===== src/rtl/data_sram_responder_pkg.sv =====
// Shared CPU definitions: address type, access size and responder defaults.
// Holds the store byte-enable helper used by data_sram_responder.
package cpu_defs;

  typedef logic [31:0] uint32_t;

  typedef enum logic [1:0] {
    BYTE = 2'd0,
    HALF = 2'd1,
    WORD = 2'd2
  } mem_size_t;

  localparam int OUTSTANDING_DEF = 2;
  localparam logic [15:0] LFSR_SEED = 16'hACE1;

  // Byte enables for a store; size 3 falls through to a full word.
  function automatic logic [3:0] wen_mask(
    input logic [1:0] sz,
    input logic [1:0] a
  );
    logic [3:0] m;
    m = 4'b1111;
    unique case (1'b1)
      (sz == BYTE): m = 4'b0001 << a;
      (sz == HALF): m = 4'b0011 << {a[1], 1'b0};
      default:      m = 4'b1111;
    endcase
    return m;
  endfunction

endpackage


===== src/rtl/data_sram_responder_fifo.sv =====
// resp_fifo: small synchronous FIFO holding responses in acceptance order.
// Push and pop may coincide, including when the FIFO is full.
module resp_fifo #(
  parameter int DEPTH = 2,
  parameter int WIDTH = 32
) (
  input  logic             clk,
  input  logic             reset,
  input  logic             push,
  input  logic             pop,
  input  logic [WIDTH-1:0] din,
  output logic [WIDTH-1:0] dout,
  output logic             empty,
  output logic             full
);

  localparam int PW = (DEPTH > 1) ? $clog2(DEPTH) : 1;
  localparam int CW = $clog2(DEPTH + 1);

  logic [WIDTH-1:0] mem_q [DEPTH];
  logic [PW-1:0]    wptr_q, rptr_q;
  logic [CW-1:0]    cnt_q,  cnt_d;
  logic             do_pop;

  function automatic logic [PW-1:0] inc(input logic [PW-1:0] p);
    return (p == PW'(DEPTH - 1)) ? '0 : p + PW'(1);
  endfunction

  assign empty  = (cnt_q == '0);
  assign full   = (cnt_q == CW'(DEPTH));
  assign dout   = mem_q[rptr_q];
  assign do_pop = pop && !empty;

  // Occupancy follows push/pop; simultaneous push and pop leaves it unchanged.
  always_comb begin
    cnt_d = cnt_q;
    if (push && !do_pop)      cnt_d = cnt_q + CW'(1);
    else if (!push && do_pop) cnt_d = cnt_q - CW'(1);
  end

  // Storage is written at the tail; contents need no reset.
  always_ff @(posedge clk) begin
    if (push) mem_q[wptr_q] <= din;
  end

  // Pointer and occupancy registers.
  always_ff @(posedge clk) begin
    if (reset) begin
      wptr_q <= '0;
      rptr_q <= '0;
      cnt_q  <= '0;
    end else begin
      if (push)   wptr_q <= inc(wptr_q);
      if (do_pop) rptr_q <= inc(rptr_q);
      cnt_q <= cnt_d;
    end
  end

endmodule


===== src/rtl/data_sram_responder.sv =====
// Bridges a req/addr_ok/data_ok data port onto a synchronous SRAM.
// Optional RANDOM_DELAY_EN throttles both handshakes from an LFSR.
module data_sram_responder
  import cpu_defs::*;
#(
  parameter int OUTSTANDING = OUTSTANDING_DEF
) (
  input  logic        clk,
  input  logic        reset,
  input  logic        data_req,
  input  logic        data_wr,
  input  logic [1:0]  data_size,
  input  uint32_t     data_addr,
  input  uint32_t     data_wdata,
  output logic        data_addr_ok,
  output logic        data_data_ok,
  output uint32_t     data_rdata,
  output logic        ram_en,
  output logic [3:0]  ram_wen,
  output uint32_t     ram_addr,
  output uint32_t     ram_wdata,
  input  uint32_t     ram_rdata
);

  logic [2:0] cnt_q, cnt_d;
  logic       pend_v_q, pend_wr_q;
  logic       gate_a, gate_d;
  logic       accept, push, f_empty, f_full;
  uint32_t    push_data, head;

`ifdef RANDOM_DELAY_EN
  logic [15:0] lfsr_q, lfsr_d;

  // Fibonacci LFSR, taps 16,14,13,11.
  always_comb begin
    lfsr_d = {lfsr_q[14:0],
              lfsr_q[15] ^ lfsr_q[13] ^ lfsr_q[12] ^ lfsr_q[10]};
  end

  // LFSR state, free-running every cycle.
  always_ff @(posedge clk) begin
    if (reset) lfsr_q <= LFSR_SEED;
    else       lfsr_q <= lfsr_d;
  end

  assign gate_a = lfsr_q[0];
  assign gate_d = lfsr_q[1];
`else
  assign gate_a = 1'b1;
  assign gate_d = 1'b1;
`endif

  assign data_addr_ok = !reset && (cnt_q < 3'(OUTSTANDING)) && gate_a;
  assign accept       = data_req && data_addr_ok;
  assign data_data_ok = !reset && !f_empty && gate_d;
  assign data_rdata   = data_data_ok ? head : '0;

  assign ram_en    = accept;
  assign ram_addr  = {data_addr[31:2], 2'b00};
  assign ram_wdata = data_wdata;
  assign ram_wen   = (accept && data_wr) ?
                     wen_mask(data_size, data_addr[1:0]) : 4'b0000;

  assign push      = pend_v_q && !reset;
  assign push_data = pend_wr_q ? '0 : ram_rdata;

  // Outstanding count: accepted requests not yet answered.
  always_comb begin
    cnt_d = cnt_q;
    if (accept && !data_data_ok)      cnt_d = cnt_q + 3'd1;
    else if (!accept && data_data_ok) cnt_d = cnt_q - 3'd1;
  end

  // Counter and one-deep pending slot waiting for RAM read data.
  always_ff @(posedge clk) begin
    if (reset) begin
      cnt_q     <= '0;
      pend_v_q  <= 1'b0;
      pend_wr_q <= 1'b0;
    end else begin
      cnt_q     <= cnt_d;
      pend_v_q  <= accept;
      pend_wr_q <= data_wr;
    end
  end

  resp_fifo #(
    .DEPTH (OUTSTANDING),
    .WIDTH (32)
  ) u_fifo (
    .clk   (clk),
    .reset (reset),
    .push  (push),
    .pop   (data_data_ok),
    .din   (push_data),
    .dout  (head),
    .empty (f_empty),
    .full  (f_full)
  );

  logic unused_full;
  assign unused_full = f_full;

endmodule


===== config.mk =====
export PLATFORM = sky130hd
export DESIGN_NAME = data_sram_responder
export DESIGN_NICKNAME = d
export VERILOG_FILES = /design/src/rtl/data_sram_responder_pkg.sv /design/src/rtl/data_sram_responder_fifo.sv /design/src/rtl/data_sram_responder.sv
export SDC_FILE = /design/constraint.sdc
export NUM_CORES = 1
export LEC_CHECK = 0
export BUFFER_PORTS_ARGS = -buffer_cell sky130_fd_sc_hd__buf_2
export CAP_MARGIN = 0
export CORE_MARGIN = 4
export CORE_UTILIZATION = 46
export CTS_BUF_LIST = sky130_fd_sc_hd__clkbuf_2 sky130_fd_sc_hd__clkbuf_4 sky130_fd_sc_hd__clkbuf_8
export CTS_CLUSTER_SIZE = 10
export DETAILED_ROUTE_END_ITERATION = 7
export PLACE_DENSITY = 0.84
export SLEW_MARGIN = 0
export SYNTH_ARGS = -nofsm -noshare
export SYNTH_HDL_FRONTEND = slang
export SYNTH_SLANG_ARGS = --single-unit
export TNS_END_PERCENT = 20

===== constraint.sdc =====
create_clock -name clk -period 2.85 [get_ports clk]
set_clock_uncertainty 0.15 [all_clocks]
set_input_delay 0.4275 -clock clk [delete_from_list [all_inputs] [get_ports clk]]
set_output_delay 0.4275 -clock clk [all_outputs]
set_load 0.02 [all_outputs]

After elaboration in Yosys (flattened, before gate mapping)
Memory sizes are Yosys's and may differ from the RTL's. A register that Yosys moved wholly into a read port is not among the register bits.
Index checks and enable logic that the tools add are counted.
{"block": "totals", "regBits": 9, "ram_bits": 64, "elab_cells": 51, "memories": 1}
{"block": "classes", "n_addsub": 6, "magnitude_cmp": 1, "n_eq_ne": 1, "shifts": 2, "mux": 14, "reduce_logical": 20}
{"memory": "u_fifo.mem_q", "depth": 2, "word_bits": 32, "rd": 1, "rd_clocked_by_memory_dff": 1, "write_ports": 1, "line_no": "data_sram_responder_fifo.sv:20", "source": "logic [WIDTH-1:0] mem_q [DEPTH];"}
{"op": "32-bit 2-to-1 mux", "n": 2}
{"op": "1-bit logical AND", "n": 10}
{"op": "4-bit one-hot mux with 2 select lines", "n": 1}
{"op": "1-bit zero test", "n": 6}
{"op": "1-bit 2-to-1 mux", "n": 6}
{"op": "3-bit 2-to-1 mux", "n": 2}
{"op": "2-bit zero test", "n": 2}
{"op": "2-bit 2-to-1 mux", "n": 2}
{"op": "4-bit 2-to-1 mux", "n": 1}
{"op": "2-bit nonzero test", "n": 2}
{"op": "1-bit by 2-bit << shifter with 4-bit output, first input constant", "n": 1}
{"op": "2-bit by 2-bit << shifter with 4-bit output, first input constant", "n": 1}
{"op": "3-bit by 1-bit adder with 3-bit output, second input constant", "n": 1}
{"op": "3-bit by 2-bit less-than comparator with 1-bit output, second input constant", "n": 1}
{"op": "3-bit by 1-bit subtractor with 3-bit output, second input constant", "n": 1}
{"op": "1-bit adder, second input constant", "n": 2}
{"op": "2-bit by 1-bit adder with 2-bit output, second input constant", "n": 1}
{"op": "2-bit by 1-bit equality test with 1-bit output, second input constant", "n": 1}
{"op": "2-bit by 1-bit subtractor with 2-bit output, second input constant", "n": 1}

Logic depth before layout (Yosys ltp)
{"block": "depth", "word_depth": 7, "ltp_mapped": 10}

Modules after synthesis
Synthesis repeated with hierarchy kept, for this count alone.
{"block": "hier_totals", "cells_unflattened": 293, "hier_area_um2": 3748.6}
{"mod": "resp_fifo", "n_inst": 1, "cells_each": 122, "area_per_inst_um2": 2518.7}
{"mod": "data_sram_responder", "n_inst": 1, "cells_each": 171, "area_per_inst_um2": 1229.9}

Worst setup path before layout
No wires, ideal clock.
{"block": "synth_path", "path_kind": "input to register", "startpoint": "input reset", "endpoint": "memory u_fifo.mem_q[0][0] (enable)", "arrival_ns": 2.056, "required_ns": 2.275, "setup_slack_ns": 0.219, "stages": 2, "cell_sequence": "nor2b_1 -> nor2b_1"}
{"block": "synth_between", "elab_chain_len": 4}
{"item": "start, declared", "line_no": "data_sram_responder.sv:9", "source": "input logic reset,"}
{"item": "1-bit zero test", "line_no": "data_sram_responder.sv:64", "source": "assign push = pend_v_q && !reset;"}
{"item": "1-bit logical AND", "line_no": "data_sram_responder.sv:64"}
{"item": "1-bit 2-to-1 mux", "line_no": "data_sram_responder_fifo.sv:43", "source": "if (push) mem_q[wptr_q] <= din;"}
{"item": "1-bit 2-to-1 mux (implied by the code)", "line_no": "data_sram_responder_fifo.sv:43"}
{"item": "end, declared", "line_no": "data_sram_responder_fifo.sv:20"}
No other way between the ends.

==> impl_metrics.json <==
{
  "drt-initial-drc-count": 60,
  "dpl_worst_slack_ns": 0.400,
  "diodes": 0,
  "power.total_uw": 3140,
  "holdPathEnd": "pend_wr_q",
  "maxCapViolations": 0,
  "ys_seq_area_share_pct": 56.7,
  "clockBufferDepth": 2,
  "grt_pass1_vias": 2170,
  "async_reset_ff_share_pct": 0,
  "post_drt_via_cell_ratio": 4.81,
  "synth_top_area_share_pct": 51.4,
  "cp.required_ns": 2.27,
  "ctsResizeCount": 0,
  "fin_util_pct": 50.8,
  "track_usage_pct": 13.2,
  "cts_tree": "done",
  "slew-limit-headroom_pct": 59.8,
  "period_needed_ns": 2.33,
  "ant_nets": 0,
  "worst_pin_slew_ns": 0.602,
  "rr_worst_depth": 7,
  "min_delay_path_depth": 2,
  "run_status": "finished clean",
  "layout_setup_ws_ns": 0.515,
  "total_leakage_power_uw": 0.00154,
  "antenna_found_initial": 0,
  "syn_area_per_cell_sq_um": 12.8,
  "ir_worst_vdd_v": 0.000322,
  "dr.pass1.iters": 4,
  "hp-class": "input port to register",
  "critPathArrivalTime_ns": 1.76,
  "die_area_sq_um": 9640,
  "clkSlewWorstSetupHoldPaths_ns": 0.07,
  "cp_slowest_cell": "dfxtp_2",
  "finalHoldViolCount": 0,
  "die_h_um": 98.2,
  "ioPinCount": 205,
  "synth_ff_type": "edfxtp_1",
  "critPathKind": "register to primary output",
  "hp-start": "data_wr",
  "dp_hpwl_um": 4450,
  "grt_max_degree": 18,
  "syn_to_final_growth_pct": 6.09,
  "syn_area_sq_um": 3740,
  "synthDistinctLibCells": 28,
  "yosys_warnings": 0,
  "io_buffer_count": 78,
  "rsz0062_at_grt": "false",
  "initial_core_util_pct": 47.9,
  "yosys.area.top_type": "edfxtp_1",
  "path_max_fanout": 17,
  "cellPowerDensity_nw_per_um2": 792,
  "worstReg2RegStart": "cnt_q[2]",
  "place.gp.congestion": 0.672,
  "endpoint_kind": "primary output",
  "synthCells": 292,
  "layout.nets": 417,
  "timing.fmax_mhz": 428,
  "cts_hold_buf": 0,
  "wl_per_cell_um": 14.8,
  "dieWidth_um": 98.2,
  "path_cells": "buf_12 -> mux2i_1 -> nor2_1 -> buf_2",
  "r2r_setup_slack_ns": 0.58,
  "setup_viol": 0,
  "rows": 32,
  "grt_pass1_wl_um": 9960,
  "startpoint_type": "register",
  "synth_edf_count": 64,
  "stdcell_area_sq_um": 3970,
  "cts-root-buf": "clkbuf_8",
  "htreeDepth": 3,
  "reg2reg_to": "cnt_q[2]",
  "routed_wl_um": 6220,
  "clock_latency_ns": 0.34,
  "fillers": 704,
  "grt-ovfl-total": 0,
  "slew_viol_final": 0,
  "drc_errors": 0,
  "numCtsBuffers": 9,
  "cts_setup_buffers": 0,
  "synth_area_leaders": "edfxtp_1 (51%), buf_4 (13%), mux2i_1 (8.8%)",
  "setup_tns_ns": 0,
  "clock_sinks": 74,
  "drive_gt1_share_pct": 42.3,
  "core-area_sq_um": 7810,
  "vias": 2016,
  "placed_area_sq_um": 3770,
  "cpPeakStageDelay_ns": 0.68,
  "post-route-period-util_pct": 81.9,
  "synth_seq_cells": 74
}
[metrics by stage]
stage                     hold slack, ns  cells
after floorplan                    0.318    293
after global placement             0.329    403
after detailed placement           0.346    403
after CTS                          0.160    419
after global routing               0.179    419
final                              0.172    419
[synth_stat cells, types with 2 or more instances]
cell	number
buf_4	65
edfxtp_1	64
nor2_2	21
clkbuf_1	4
o21ai_0	4
a21oi_1	6
inv_1	4
ha_1	2
nor2_4	8
xor2_1	5
dfxtp_1	10
or3_1	2
nor2b_1	35
mux2i_1	33
buf_6	3
buf_2	3
nor2_1	12
[how the worst max path moves through the flow]
stage / startpoint / endpoint / slack, ns
2_1_floorplan: reset / u_fifo.mem_q[0][0] / 0.22
3_3_place_gp: reset / cnt_q[2] / 0.49
3_5_place_dp: reset / cnt_q[2] / 0.40
4_1_cts: register / data_rdata[31] / 0.43
5_1_grt: register / data_rdata[31] / 0.38
6_report: register / data_rdata[31] / 0.52
[cell families (layout without fill, tap and decap cells)]
kind of cell,count (synthesis),in the layout,synth area share (%)
fa+ha+maj,3,3,1.20
other cells,1,2,0.100
buf+inv,80,104,15.7
flops,74,74,56.7
xor+xnor,6,6,1.41
mux,33,33,8.83
simple gates,85,85,14.7
compound gates,10,10,1.34
[power breakdown]
group | leakage, uW | switching (uW) | internal (uW)
clock | 0.000107 | 359 | 436
sequential | 0.000668 | 111 | 1280
combinational | 0.000763 | 548 | 407
total | 0.00154 | 1020 | 2120
[layout by cell type, fill, tap and decap left out, types with 4 or more instances in the layout]
master,synthesis,routed
a21oi_1,6,6
buf_2,3,78
buf_4,65,4
clkbuf_8,0,10
dfxtp_1,10,9
edfxtp_1,64,64
inv_1,4,4
mux2i_1,33,33
nor2_1,12,12
nor2_2,21,21
nor2_4,8,8
nor2b_1,35,34
o21ai_0,4,4
xor2_1,5,5
[worst max-delay path, delay by kind of cell (launching register included)]
family / cells / cell delay [ns]
flops: 1 / 0.68
buf+inv: 2 / 0.41
mux: 1 / 0.26
simple gates: 1 / 0.06
[sequential cells by signal, summed over array words and instances (netlist names), named ones only]
register / cells
u_fifo.wptr_q: 1
pend_v_q: 1
u_fifo.mem_q: 64
u_fifo.cnt_q: 2
cnt_q: 3
pend_wr_q: 1
u_fifo.rptr_q: 1
[cell type report]
cell class,instances,area (sq um),share of cell area [%]
Sequential cell,74,2120,53.5
Inverter,4,15.0,0.378
Clock inverter,5,52.6,1.32
Timing Repair Buffer,84,460,11.6
Tap cell,102,128,3.22
Clock buffer,11,145,3.66
Multi-Input combinational cell,139,1040,26.3
[per-layer routing]
layer / routed length (um) / part of all wire, % / vias to the layer above / global-route usage [%]
li1: - / - / 965 / -
met3: 483 / 7.8 / 14 / 5.43
met1: 2270 / 37 / 958 / 13.4
met5: 0 / 0 / - / 0
met4: 80 / 1.3 / 0 / 5.67
met2: 3380 / 54 / 79 / 23.6
No activity file was read; power rests on OpenSTA's default activity.
